## config.mk

```make
export PLATFORM = sky130hd
export DESIGN_NAME = poly_mixer
export DESIGN_NICKNAME = d
export VERILOG_FILES = /design/src/rtl/poly_mixer.sv
export SDC_FILE = /design/constraint.sdc
export NUM_CORES = 1
export LEC_CHECK = 0
export BUFFER_PORTS_ARGS = -buffer_cell sky130_fd_sc_hd__buf_2
export CAP_MARGIN = 25
export CORE_MARGIN = 2
export CORE_UTILIZATION = 57
export CTS_CLUSTER_SIZE = 10
export DETAILED_ROUTE_END_ITERATION = 10
export PLACE_DENSITY = 0.77
export REMOVE_ABC_BUFFERS = 1
export SYNTH_ARGS = -nofsm -noshare
export SYNTH_HDL_FRONTEND = slang
export SYNTH_SLANG_ARGS = --single-unit
```

## constraint.sdc

```tcl
create_clock -name clk -period 4.9 [get_ports clk]
set_input_delay 0 -clock clk [delete_from_list [all_inputs] [get_ports clk]]
set_output_delay 0 -clock clk [all_outputs]
set_load 0.02 [all_outputs]
```

## src/rtl/poly_mixer.sv

```systemverilog
// N-channel voice mixer: snapshots all channels, sums the non-zero ones serially, then divides by the active count.
// Optional build macro MIXER_ROUND_EN selects round-half-up with saturation instead of floor division.
module poly_mixer #(
    parameter  int N_CH  = 13,
    parameter  int WIDTH = 8,
    localparam int CNT_W = $clog2(N_CH + 1),
    localparam int SUM_W = WIDTH + $clog2(N_CH)
) (
    input  logic                    clk,
    input  logic                    rst,
    input  logic                    en,
    input  logic [N_CH*WIDTH-1:0]   notes,
    output logic [WIDTH-1:0]        sample,
    output logic [CNT_W-1:0]        active_cnt,
    output logic                    busy,
    output logic                    done
);

`ifdef MIXER_ROUND_EN
    localparam int ACC_W = SUM_W + 1;
`else
    localparam int ACC_W = SUM_W;
`endif
    localparam int IDX_W = $clog2(N_CH);
    localparam int REM_W = CNT_W + 1;
    localparam int BIT_W = $clog2(SUM_W + 1);

    typedef enum logic [1:0] {
        S_IDLE  = 2'd0,
        S_ACCUM = 2'd1,
        S_DIV   = 2'd2,
        S_DONE  = 2'd3
    } state_t;

    state_t                  state_q;
    logic [N_CH*WIDTH-1:0]   snap_q;
    logic [ACC_W-1:0]        acc_q;
    logic [CNT_W-1:0]        cnt_q;
    logic [IDX_W-1:0]        idx_q;
    logic [SUM_W-1:0]        div_q;
    logic [CNT_W-1:0]        rem_q;
    logic [BIT_W-1:0]        bit_q;
    logic [WIDTH-1:0]        sample_q;
    logic [CNT_W-1:0]        active_cnt_q;
    logic                    busy_q;
    logic                    done_q;

    logic [WIDTH-1:0]        chan_s;
    logic                    nz_s;
    logic [ACC_W-1:0]        acc_d;
    logic [CNT_W-1:0]        cnt_d;
    logic [SUM_W-1:0]        dividend_s;
    logic [REM_W-1:0]        rem_shift_s;
    logic                    rem_ge_s;
    logic [CNT_W-1:0]        rem_d;
    logic [SUM_W-1:0]        div_d;
    logic [WIDTH-1:0]        quot_s;
`ifdef MIXER_ROUND_EN
    logic [ACC_W-1:0]        rnd_s;
`endif

    // The snapshot shifts right each ACCUM cycle, so the current channel is always the low slice.
    always_comb begin
        chan_s = snap_q[WIDTH-1:0];
        nz_s   = (chan_s != {WIDTH{1'b0}});
        if (nz_s) begin
            acc_d = acc_q + ACC_W'(chan_s);
            cnt_d = cnt_q + {{(CNT_W-1){1'b0}}, 1'b1};
        end else begin
            acc_d = acc_q;
            cnt_d = cnt_q;
        end
    end

    // Dividend loaded on entry to DIV; the rounded form still fits SUM_W bits since the bias is below N_CH.
    always_comb begin
`ifdef MIXER_ROUND_EN
        rnd_s      = acc_d + ACC_W'(cnt_d >> 1);
        dividend_s = rnd_s[SUM_W-1:0];
`else
        dividend_s = acc_d;
`endif
    end

    // One restoring-division step: shift in the dividend MSB, subtract divisor if it fits.
    always_comb begin
        rem_shift_s = {rem_q, div_q[SUM_W-1]};
        rem_ge_s    = (rem_shift_s >= {1'b0, cnt_q});
        if (rem_ge_s) begin
            rem_d = CNT_W'(rem_shift_s - {1'b0, cnt_q});
        end else begin
            rem_d = rem_shift_s[CNT_W-1:0];
        end
        div_d = {div_q[SUM_W-2:0], rem_ge_s};
    end

    // Final quotient narrowed to the output width.
    always_comb begin
`ifdef MIXER_ROUND_EN
        if (|div_q[SUM_W-1:WIDTH]) begin
            quot_s = {WIDTH{1'b1}};
        end else begin
            quot_s = div_q[WIDTH-1:0];
        end
`else
        quot_s = div_q[WIDTH-1:0];
`endif
    end

    // Mixer FSM with registered outputs.
    always_ff @(posedge clk or posedge rst) begin
        if (rst) begin
            state_q      <= S_IDLE;
            snap_q       <= {(N_CH*WIDTH){1'b0}};
            acc_q        <= {ACC_W{1'b0}};
            cnt_q        <= {CNT_W{1'b0}};
            idx_q        <= {IDX_W{1'b0}};
            div_q        <= {SUM_W{1'b0}};
            rem_q        <= {CNT_W{1'b0}};
            bit_q        <= {BIT_W{1'b0}};
            sample_q     <= {WIDTH{1'b0}};
            active_cnt_q <= {CNT_W{1'b0}};
            busy_q       <= 1'b0;
            done_q       <= 1'b0;
        end else begin
            done_q <= 1'b0;
            case (state_q)
                S_IDLE: begin
                    if (en) begin
                        snap_q  <= notes;
                        acc_q   <= {ACC_W{1'b0}};
                        cnt_q   <= {CNT_W{1'b0}};
                        idx_q   <= {IDX_W{1'b0}};
                        busy_q  <= 1'b1;
                        state_q <= S_ACCUM;
                    end else begin
                        state_q <= S_IDLE;
                    end
                end
                S_ACCUM: begin
                    acc_q  <= acc_d;
                    cnt_q  <= cnt_d;
                    snap_q <= snap_q >> WIDTH;
                    if (idx_q == IDX_W'(N_CH - 1)) begin
                        rem_q <= {CNT_W{1'b0}};
                        bit_q <= {BIT_W{1'b0}};
                        if (cnt_d == {CNT_W{1'b0}}) begin
                            div_q   <= {SUM_W{1'b0}};
                            state_q <= S_DONE;
                        end else begin
                            div_q   <= dividend_s;
                            state_q <= S_DIV;
                        end
                    end else begin
                        idx_q <= idx_q + {{(IDX_W-1){1'b0}}, 1'b1};
                    end
                end
                S_DIV: begin
                    div_q <= div_d;
                    rem_q <= rem_d;
                    bit_q <= bit_q + {{(BIT_W-1){1'b0}}, 1'b1};
                    if (bit_q == BIT_W'(SUM_W - 1)) begin
                        state_q <= S_DONE;
                    end else begin
                        state_q <= S_DIV;
                    end
                end
                S_DONE: begin
                    sample_q     <= quot_s;
                    active_cnt_q <= cnt_q;
                    done_q       <= 1'b1;
                    busy_q       <= 1'b0;
                    state_q      <= S_IDLE;
                end
                default: begin
                    busy_q  <= 1'b0;
                    state_q <= S_IDLE;
                end
            endcase
        end
    end

    assign sample     = sample_q;
    assign active_cnt = active_cnt_q;
    assign busy       = busy_q;
    assign done       = done_q;

endmodule
```

==> impl_metrics.yaml <==
worst_setup_path:
  crit_buf_inv: 3
  critPathRequiredTime_ns: 5.21
  reg2reg_from: "state_q[1]$_DFFE_PP0P_"
  reg2reg_setup_slack_ns: 1.85
  end_kind: "flop"
  crit_family: "buffers and inverters"
  crit_type: "flop to flop"
  cp-start-kind: "flop"
  cp_cell_sequence: "inv_1 > ha_4 > buf_4 > buf_4 > nor2_1 > a22o_1"
  rr_endpoint: "snap_q[99]$_DFFE_PP0P_"
  reg2reg_depth: 6
  crit_arrival_ns: 3.36
  crit_top_cell: "buf_4"
  worst_path_max_delay_cell: "buf_4"
  max_stage_delay_ns: 0.81
  critPathMaxFanout: 55
clock_tree:
  root_buffer: "clkbuf_16"
  cts_buffers: 17
  cts_tree: "built"
  worstSkewPairLatency_ns: 0.43
  post_cts_resized: 0
  cts_max_path_buffers: 2
  clkSinkCount: 160
  clk_pin_slew_ns: 0.06
  htree_levels: 4
yosys:
  synth_top_area_frac: 0.5125
  yosysUniqueCellTypes: 49
  ys_seq_elements: 160
  yosysTopAreaCell: "dfrtp_1"
  synthCells: 760
  synth_ff_type: "dfrtp_1"
  synth_area_leaders: "dfrtp_1 51%, mux2i_1 13%, o21ai_0 7.9%"
  netlist_area_um2: 7812
  ys_warn_count: 0
  synthArstFlopShare: 1.000
  avgSynthCellArea_um2: 10.28
  seq_area_frac_synth: 0.5125
  synth_edf_count: 0
power:
  power_w: 0.006187
  ir_worst_vdd_v: 0.0005748
  leakage_nw: 4.632
  power_density_nw_per_um2: 609.6
cells_and_area:
  diodes: 0
  final_util: 0.7633
  final_nets: 1094
  syn2layout_area_growth_pct: 29.90
  final_common_cell: "dfrtp_1"
  layout_common_cells: "160 x dfrtp_1, 136 x nand2_1, 124 x o21ai_0, 120 x buf_2, 106 x dlygate4sd3_1"
  finalInstanceArea_um2: 10150
  drive_above_1_share: 0.1789
floorplanning:
  die_x_um: 121.1
  dieArea_um2: 14660
  initial_core_util: 0.5876
  rows: 42
  chipHeight_um: 121.1
  io_pins: 121
  core-area_um2: 13300
drt:
  vias_per_cell: 5.823
  drc: 0
  dr.first_iter.drc_count: 400
  vias: 6720
  wl_met2_um: 10630
  dr.max_layer_used: "met4"
  wl_um: 20540
  drt-met1-wl_um: 7999
  ant_nets: 0
  dr.pass1.iters: 5
  met3_length_um: 1142
  wire_per_inst_um: 17.80
sta:
  tns_ns: 0
  finalSetupViolCount: 0
  fin_ws_ns: 1.847
  timing.fmax_ghz: 0.3275
  max_slew_margin: 0.4060
  tightest_slew_ns: 0.8911
  maxSlewViolCount: 0
  hold_viol_final: 0
  clock_skew_ns: 0.008342
  fin_crit_ns: 3.053
  fin_crit_sh: 0.6231
  rsz0062_at_grt: "false"
global_route:
  grt_start_max_net_pins: 205
  grt_pass1_vias: 7043
  grt_use_total: 0.2936
  grt_pass1_wl_um: 33670
  overflow: 0
  antenna_found_initial: 0
placement:
  dpl_cell_area_um2: 8517
  dp_hpwl_um: 11050
  gp_congestion: 0.7926
  pre_cts_ws_ns: 1.913
  port_buffers: 120
worst_hold_path:
  hold_class: "primary input to asynchronous set/reset pin"
run_status:
  outcome: "finished, final reports clean"
run:
  drv_cap: 0
## state kept, by name, summed over array words and instances (netlist names), 2 cells and up
register / count
sample: 8
snap_q: 104
acc_q: 12
idx_q: 4
rem_q: 4
div_q: 12
bit_q: 4
cnt_q: 4
state_q: 2
active_cnt: 4
## kinds of logic after synthesis
kind of cell | share of synthesized area
AOI/OAI and AO/OA | 0.1541
and+or+nand+nor | 0.1017
DFF | 0.5125
muxes | 0.1537
buffers and inverters | 0.03075
adders and majority gates | 0.03716
xor gates and xnor gates | 0.01009
## worst max-delay path by stage
stage	startpoint	end	slack, ns	cells after the start
floorplan	state_q[1]$_DFFE_PP0P_	acc_q[0]$_DFFE_PP0P_	-6.02	4
global placement	state_q[1]$_DFFE_PP0P_	snap_q[97]$_DFFE_PP0P_	2.07	6
detailed placement	state_q[0]$_DFFE_PP0P_	div_q[4]$_DFFE_PP0P_	1.91	7
CTS	state_q[0]$_DFFE_PP0P_	div_q[4]$_DFFE_PP0P_	1.91	7
global route	state_q[0]$_DFFE_PP0P_	div_q[2]$_DFFE_PP0P_	1.63	7
finish	state_q[1]$_DFFE_PP0P_	snap_q[99]$_DFFE_PP0P_	1.85	6
## metal layers
layer	track usage	vias to the layer above
li1	-	3111
met1	0.3456	3259
met2	0.5112	270
met3	0.06015	80
met4	0.1432	0
met5	0	-
## tightest hold or removal path, delay by kind of cell
| kind | cells | cell delay [ns] |
|---|---|---|
| buf+inv | 3 | 0.91 |
## layout make-up
| type | count | area (um^2) |
|---|---|---|
| well taps | 176 | 220.2 |
| clock inverters | 10 | 88.84 |
| clock buffers | 22 | 454.2 |
| repair buffers | 231 | 1732 |
| multi-input cells | 541 | 3592 |
| inverters | 14 | 57.56 |
| flip-flops and latches | 160 | 4004 |
| fillers | 773 | 3147 |
## per-stage QoR
| stage | hold WS, ns | std cells |
|---|---|---|
| 2_1_floorplan | 0.1327 | 715 |
| 3_3_place_gp | 0.2166 | 1015 |
| 3_5_place_dp | 0.2331 | 1015 |
| 4_1_cts | 0.3091 | 1153 |
| 5_1_grt | 0.1253 | 1154 |
| 6_report | 0.08936 | 1154 |
## cells in the mapped netlist, types with 2 or more instances
master / count
dfrtp_1: 160
nand2_1: 136
o21ai_0: 124
mux2i_1: 102
clkbuf_1: 24
ha_1: 20
nor2_1: 20
a21oi_1: 16
a22o_1: 16
mux2_2: 16
inv_1: 14
buf_1: 11
nand3_1: 11
buf_2: 9
o221ai_1: 9
xnor2_1: 7
a211oi_1: 5
o21a_1: 5
a31oi_1: 4
nor3_1: 4
a21o_1: 3
nand2b_1: 3
nand4_1: 3
nor2b_1: 3
nor4_1: 3
o22ai_1: 3
o31ai_1: 3
fa_1: 2
nand4b_1: 2
o211ai_1: 2
xor2_1: 2
## timing repair
action | 4_1_cts | 5_1_grt
hold buffers | 106 | 0
buffers inserted | 0 | 0
endpoints found under the hold margin | 220 | 0
## power breakdown
part / internal [W] / switching [W] / leakage [nW]
clock: 0.000708 / 0.000526 / 0.256
combinational: 0.00104 / 0.00160 / 2.35
sequential: 0.00191 / 0.000399 / 2.03
total: 0.00366 / 0.00253 / 4.63
(Power assumes the default switching activity.)
